File: src/rtl/mmul_pkg.sv
// Shared types and helpers for the multi-lane matrix multiplier.
package mmul_pkg;

    typedef enum logic [0:0] {
        IDLE = 1'b0,
        RUN  = 1'b1
    } state_t;

    typedef struct packed {
        logic signed [63:0] val;
        logic               ovf;
    } red_t;

    function automatic int clog2(input int v);
        for (int r = 0; r < 31; r++) begin
            if ((1 << r) >= v) return r;
        end
        return 31;
    endfunction

    // Keeps vector and counter widths legal when a dimension is 0.
    function automatic int sz(input int v);
        return (v > 0) ? v : 1;
    endfunction

    function automatic red_t sat_reduce(
        input logic signed [63:0] acc,
        input int                 width,
        input logic               saturate
    );
        logic signed [63:0] hi;
        logic signed [63:0] lo;
        red_t               r;
        hi    = (64'sd1 <<< (width - 1)) - 64'sd1;
        lo    = -hi - 64'sd1;
        r.ovf = (acc > hi) || (acc < lo);
        if (saturate && acc > hi)
            r.val = hi;
        else if (saturate && acc < lo)
            r.val = lo;
        else
            r.val = acc;
        return r;
    endfunction

endpackage

File: src/rtl/mmul_mac_lane.sv
// One signed multiply-accumulate lane; acc is the post-update sum.
module mmul_mac_lane
    import mmul_pkg::*;
#(
    parameter int WIDTH     = 8,
    parameter int ACC_WIDTH = 20
) (
    input  logic                        clk,
    input  logic                        reset,
    input  logic                        en,
    input  logic                        clr,
    input  logic signed [WIDTH-1:0]     a,
    input  logic signed [WIDTH-1:0]     b,
    output logic signed [ACC_WIDTH-1:0] acc
);

    logic signed [2*WIDTH-1:0]   prod;
    logic signed [ACC_WIDTH-1:0] acc_q;

    assign prod = (2*WIDTH)'(a) * (2*WIDTH)'(b);
    assign acc  = en ? acc_q + ACC_WIDTH'(prod) : acc_q;

    // Clear wins so the final sum is consumed and the next dot product starts at 0.
    always_ff @(posedge clk or posedge reset) begin
        if (reset)
            acc_q <= '0;
        else if (clr)
            acc_q <= '0;
        else if (en)
            acc_q <= acc;
    end

endmodule

File: src/rtl/mmul_array.sv
// Multi-lane signed M x N by N x L matrix multiplier with start/busy/done.
module mmul_array
    import mmul_pkg::*;
#(
    parameter int M         = 2,
    parameter int N         = 2,
    parameter int L         = 2,
    parameter int WIDTH     = 8,
    parameter int ACC_WIDTH = 20,
    parameter int LANES     = 1,
    parameter int SATURATE  = 0
) (
    input  logic                        clk,
    input  logic                        reset,
    input  logic                        start,
    input  logic [sz(M*N*WIDTH)-1:0]    mat_a,
    input  logic [sz(N*L*WIDTH)-1:0]    mat_b,
    output logic [sz(M*L*WIDTH)-1:0]    mat_axb,
    output logic                        busy,
    output logic                        done,
    output logic                        overflow,
    output logic                        invalid
);

    localparam bit INV = (M == 0) || (N == 0) || (L == 0) || (LANES == 0)
                      || (LANES > L) || (ACC_WIDTH < 2*WIDTH);
    localparam int MS = sz(M);
    localparam int NS = sz(N);
    localparam int LS = sz(L);
    localparam int PS = sz(LANES);
    localparam int JB = (LS + PS - 1) / PS;
    localparam int IW = sz(clog2(MS));
    localparam int KW = sz(clog2(NS));
    localparam int BW = sz(clog2(JB));
    localparam int CW = sz(clog2(LS));
    localparam logic [IW-1:0] I_LAST = IW'(MS - 1);
    localparam logic [KW-1:0] K_LAST = KW'(NS - 1);
    localparam logic [BW-1:0] B_LAST = BW'(JB - 1);

    state_t                      state;
    logic [IW-1:0]               i_q;
    logic [BW-1:0]               jb_q;
    logic [KW-1:0]               k_q;
    logic signed [WIDTH-1:0]     a_in  [MS][NS];
    logic signed [WIDTH-1:0]     b_in  [NS][LS];
    logic signed [WIDTH-1:0]     a_q   [MS][NS];
    logic signed [WIDTH-1:0]     b_q   [NS][LS];
    logic signed [WIDTH-1:0]     res_q [MS][LS];
    logic signed [WIDTH-1:0]     res_d [MS][LS];
    logic [sz(M*L*WIDTH)-1:0]    res_flat;
    logic [sz(M*L*WIDTH)-1:0]    axb_q;
    logic                        done_q;
    logic                        ovf_q;
    logic                        ovf_any;
    logic                        run;
    logic                        k_last;
    logic                        jb_last;
    logic                        i_last;
    logic signed [ACC_WIDTH-1:0] acc [PS];
    logic                        act [PS];
    logic [CW-1:0]               col [PS];
    red_t                        red [PS];

    assign invalid  = INV;
    assign busy     = run;
    assign done     = done_q;
    assign overflow = ovf_q;
    assign mat_axb  = axb_q;
    assign run      = (state == RUN);
    assign k_last   = (k_q == K_LAST);
    assign jb_last  = (jb_q == B_LAST);
    assign i_last   = (i_q == I_LAST);

    if (INV) begin : g_inv
        always_comb begin
            a_in     = '{default: '0};
            b_in     = '{default: '0};
            res_flat = '0;
        end
    end else begin : g_map
        for (genvar r = 0; r < M; r++) begin : g_a
            for (genvar c = 0; c < N; c++) begin : g_ac
                assign a_in[r][c] = mat_a[(r*N+c)*WIDTH +: WIDTH];
            end
        end
        for (genvar r = 0; r < N; r++) begin : g_b
            for (genvar c = 0; c < L; c++) begin : g_bc
                assign b_in[r][c] = mat_b[(r*L+c)*WIDTH +: WIDTH];
            end
        end
        for (genvar r = 0; r < M; r++) begin : g_o
            for (genvar c = 0; c < L; c++) begin : g_oc
                assign res_flat[(r*L+c)*WIDTH +: WIDTH] = res_d[r][c];
            end
        end
    end

    // Lanes past the last column of the final block sit idle.
    for (genvar p = 0; p < PS; p++) begin : g_lane
        logic [31:0] j;
        assign j      = 32'(jb_q) * 32'(PS) + 32'(p);
        assign act[p] = run && (j < 32'(LS));
        assign col[p] = act[p] ? CW'(j) : '0;
        assign red[p] = sat_reduce(64'(acc[p]), WIDTH, SATURATE != 0);

        mmul_mac_lane #(
            .WIDTH     (WIDTH),
            .ACC_WIDTH (ACC_WIDTH)
        ) u_mac (
            .clk   (clk),
            .reset (reset),
            .en    (act[p]),
            .clr   (act[p] && k_last),
            .a     (a_q[i_q][k_q]),
            .b     (b_q[k_q][col[p]]),
            .acc   (acc[p])
        );
    end

    always_comb begin
        res_d   = res_q;
        ovf_any = 1'b0;
        for (int p = 0; p < PS; p++) begin
            if (act[p] && k_last) begin
                res_d[i_q][col[p]] = WIDTH'(red[p].val);
                ovf_any            = ovf_any | red[p].ovf;
            end
        end
    end

    always_ff @(posedge clk or posedge reset) begin
        if (reset) begin
            state  <= IDLE;
            i_q    <= '0;
            jb_q   <= '0;
            k_q    <= '0;
            a_q    <= '{default: '0};
            b_q    <= '{default: '0};
            res_q  <= '{default: '0};
            axb_q  <= '0;
            done_q <= 1'b0;
            ovf_q  <= 1'b0;
        end else begin
            done_q <= 1'b0;
            unique case (state)
                IDLE: begin
                    if (start && !INV) begin
                        state <= RUN;
                        i_q   <= '0;
                        jb_q  <= '0;
                        k_q   <= '0;
                        a_q   <= a_in;
                        b_q   <= b_in;
                        ovf_q <= 1'b0;
                    end
                end
                RUN: begin
                    res_q <= res_d;
                    ovf_q <= ovf_q | ovf_any;
                    if (!k_last) begin
                        k_q <= k_q + 1'b1;
                    end else begin
                        k_q <= '0;
                        if (!jb_last) begin
                            jb_q <= jb_q + 1'b1;
                        end else begin
                            jb_q <= '0;
                            if (!i_last) begin
                                i_q <= i_q + 1'b1;
                            end else begin
                                state  <= IDLE;
                                done_q <= 1'b1;
                                axb_q  <= res_flat;
                            end
                        end
                    end
                end
                default: state <= IDLE;
            endcase
        end
    end

endmodule

File: config.mk
export PLATFORM = sky130hd
export DESIGN_NAME = mmul_array
export DESIGN_NICKNAME = d
export VERILOG_FILES = /design/src/rtl/mmul_pkg.sv /design/src/rtl/mmul_mac_lane.sv /design/src/rtl/mmul_array.sv
export SDC_FILE = /design/constraint.sdc
export NUM_CORES = 1
export LEC_CHECK = 0
export CORE_MARGIN = 8
export CORE_UTILIZATION = 60
export CTS_CLUSTER_DIAMETER = 50
export CTS_CLUSTER_SIZE = 25
export DETAILED_ROUTE_END_ITERATION = 10
export PLACE_DENSITY_LB_ADDON = 0.12
export SETUP_SLACK_MARGIN = 0.5
export SKIP_LAST_GASP = 1
export SYNTH_ARGS = -nofsm -noshare
export SYNTH_HDL_FRONTEND = slang
export SYNTH_HIERARCHICAL = 1
export SYNTH_SLANG_ARGS = --single-unit
File: constraint.sdc
create_clock -name clk -period 20.6 [get_ports clk]
set_input_delay 6.18 -clock clk [delete_from_list [all_inputs] [get_ports clk]]
set_output_delay 6.18 -clock clk [all_outputs]
set_load 0.1 [all_outputs]
==> impl_metrics.yaml <==
timing:
  fin_crit_sh_pct: 39.7
  finalSetupViolations: 0
  relSlewSlack_pct: 33.0
  maxSlewViolCount: 0
  finalCriticalPeriod_ps: 8190
  final.setup.tns_ps: 0
  fin_worst_skew_ps: 9.79
  tightestPinTransition_ps: 994
  fmax_mhz: 122
  hold_viol_final: 0
  grt_setup_unrepaired: "no"
placed_design:
  gp_congestion: 0.856
  portBuffers: 101
  hpwlAfterDp_mm: 16.0
global_route:
  gr-usage-met2_pct: 36.6
  grtUsageMet1_pct: 30.8
  met3_usage_pct: 4.18
  grt_max_degree: 82
  antenna_found_initial: 0
  grt_pass1_wl_mm: 37.1
  overflow: 0
  grt_usage_pct: 22.8
  busiest_layer: "met2"
  grt_pass1_vias: 7700
cts:
  clkSinkCount: 146
  cts_root_buffer: "clkbuf_16"
  cts_tree: "built"
  clk_pin_slew_ps: 60
  cts_resized: 0
  hold_buffers: 0
  cts_max_path_buffers: 2
  htreeDepth: 4
  cts_setup_buffers: 0
  clk_latency_ps: 420
  numCtsBuffers: 17
setup_path:
  cp_data_arrival_time_ps: 2010
  r2r-end: "overflow"
  worstReg2RegStart: "busy"
  crit_path_top_delay_cell: "clkdlybuf4s50_1"
  cp_max_fo: 2
  cp-end-kind: "output port"
  startpoint_type: "flop"
  slowest_delay_ps: 1170
  cp_top_family: "buffers and inverters"
  path_buf_inv: 1
  reg2reg_depth: 21
  required_ps: 14420
  path_class: "flop to output port"
  crit_chain: "clkdlybuf4s50_1"
  ff2ff_setup_slack_ps: 12940
logic_synthesis:
  yosys-top-cells-area: "dfrtp_1 (37%), fa_1 (18%), nand2_1 (13%), ha_1 (5.9%), inv_1 (4.3%)"
  yosysSeqAreaShare_pct: 37.3
  synth-seq-cells: 146
  synth_top_area_share_pct: 37.3
  syn_inst: 1004
  synth.distinct_cells: 60
  yosysTopAreaCell: "dfrtp_1"
  synth_edf_count: 0
  synth_top_family_by_area: "adder cells"
  synthesis.area_mm2: 0.00980
  synth_simple_gate_area_share_pct: 19.0
  syn_nets: 1205
  synth-main-ff-cell: "dfrtp_1"
  muxShareOfSynthArea_pct: 6.56
  synth-xor-area-share_pct: 1.52
  async_flop_share_pct: 100
  synth-adder-area-share_pct: 23.9
  avgSynthCellArea_um2: 9.76
  synth_compound_area_share_pct: 5.66
  yosysWarnings: 6
route:
  via_per_inst: 5.37
  firstDrtPassIters: 5
  drt.antenna.violating_nets: 0
  vias: 7084
  drc: 0
  routedWlPerCell_um: 16.2
  drtIter0Drc: 452
  totalWireLength_mm: 21.4
cells_and_area:
  nets: 1293
  drive_gt1_share_pct: 8.42
  diodes: 0
  area_growth_pct: 18.1
floorplan:
  die_area_mm2: 0.0207
  fp-row-count: 46
  die_w_um: 144
  die_y_um: 144
  core_mm2: 0.0159
  num_io_pins: 103
  start_util_pct: 61.5
min_path:
  min_delay_path_depth: 2
  min_path_type: "flop to flop"
  min_from: "res_q[22]"
  hold_path_end: "mat_axb[14]"
run:
  drv_cap: 0
outcome:
  outcome: "completed"
## Yosys cell counts, types with 3 or more instances
library cell,n
nor2b_1,16
xor2_1,4
o21bai_1,4
buf_4,3
o21ai_0,23
mux2_2,22
nand4_1,6
nand3_1,6
buf_2,17
fa_1,88
mux4_2,16
and2_1,34
nand2b_1,4
a21oi_1,14
nand2_1,333
buf_1,4
dfrtp_1,146
a21o_1,4
inv_1,111
o211ai_1,3
nor3_1,3
clkbuf_1,14
nor2_1,17
xnor2_1,13
a22o_1,3
ha_1,46
o21ai_1,3
## per-layer routing
metal	wire length (um)	share of wire, %
met5	0	0
met3	1030	4.8
met1	9790	46
met4	403	1.9
met2	10200	48
## through the flow
| stage | util, % | instance area, um2 | hold WS [ps] | instances | worst slack [ps] |
|---|---|---|---|---|---|
| floorplan | - | 9800 | 433 | 1004 | 11060 |
| global placement | 68.8 | 11000 | 446 | 1289 | 12460 |
| detailed placement | 68.8 | 11000 | 450 | 1289 | 12470 |
| CTS | 72.6 | 11600 | 472 | 1320 | 12400 |
| global route | 72.6 | 11600 | 487 | 1320 | 12390 |
| finish | 72.6 | 11600 | 466 | 1320 | 12410 |
## state kept, by name, indices dropped and copies added, names as in the netlist
| register | cells |
|---|---|
| mat_axb | 32 |
| b_q | 32 |
| res_q | 24 |
| done | 1 |
| busy | 1 |
| jb_last | 1 |
| g_lane.u_mac/acc_q | 20 |
| k_last | 1 |
| overflow | 1 |
| a_q | 32 |
| i_last | 1 |
## cell usage in the layout, fill, tap and decap left out, types with 16 or more instances in the layout
master | netlist | layout
mux4_2 | 16 | 16
clkbuf_16 | 0 | 17
nor2_1 | 17 | 17
fa_1 | 88 | 88
o21ai_0 | 23 | 23
and2_1 | 34 | 34
nand2_1 | 333 | 333
inv_1 | 111 | 110
clkdlybuf4s50_1 | 0 | 101
dfrtp_1 | 146 | 146
ha_1 | 46 | 46
mux2_2 | 22 | 22
## worst max path at each step
stage,startpoint,end,slack [ps],depth (start not counted)
2_1_floorplan,reset,a_q[0],11060,1
3_3_place_gp,reset,a_q[30],12460,3
3_5_place_dp,reset,a_q[6],12470,3
4_1_cts,busy,busy,12400,1
5_1_grt,busy,busy,12390,1
6_report,busy,busy,12410,1
## layout make-up
type | count | area [um2]
Tap cell | 216 | 270
Inverter | 112 | 423
Multi-Input combinational cell | 708 | 5560
Clock buffer | 19 | 443
Fill cell | 1217 | 4370
Timing Repair Buffer | 107 | 1060
Sequential cell | 146 | 3650
Clock inverter | 12 | 171
## cell families after synthesis
group | after synthesis
xor+xnor | 17
fa+ha+maj | 134
buf+inv | 150
compound gates | 80
mux | 41
other cells | 1
flops | 146
simple gates | 435
Power is left out: the tool's default activity adds up to more than one toggle a clock period on the data nets, which glitch-free logic cannot reach.
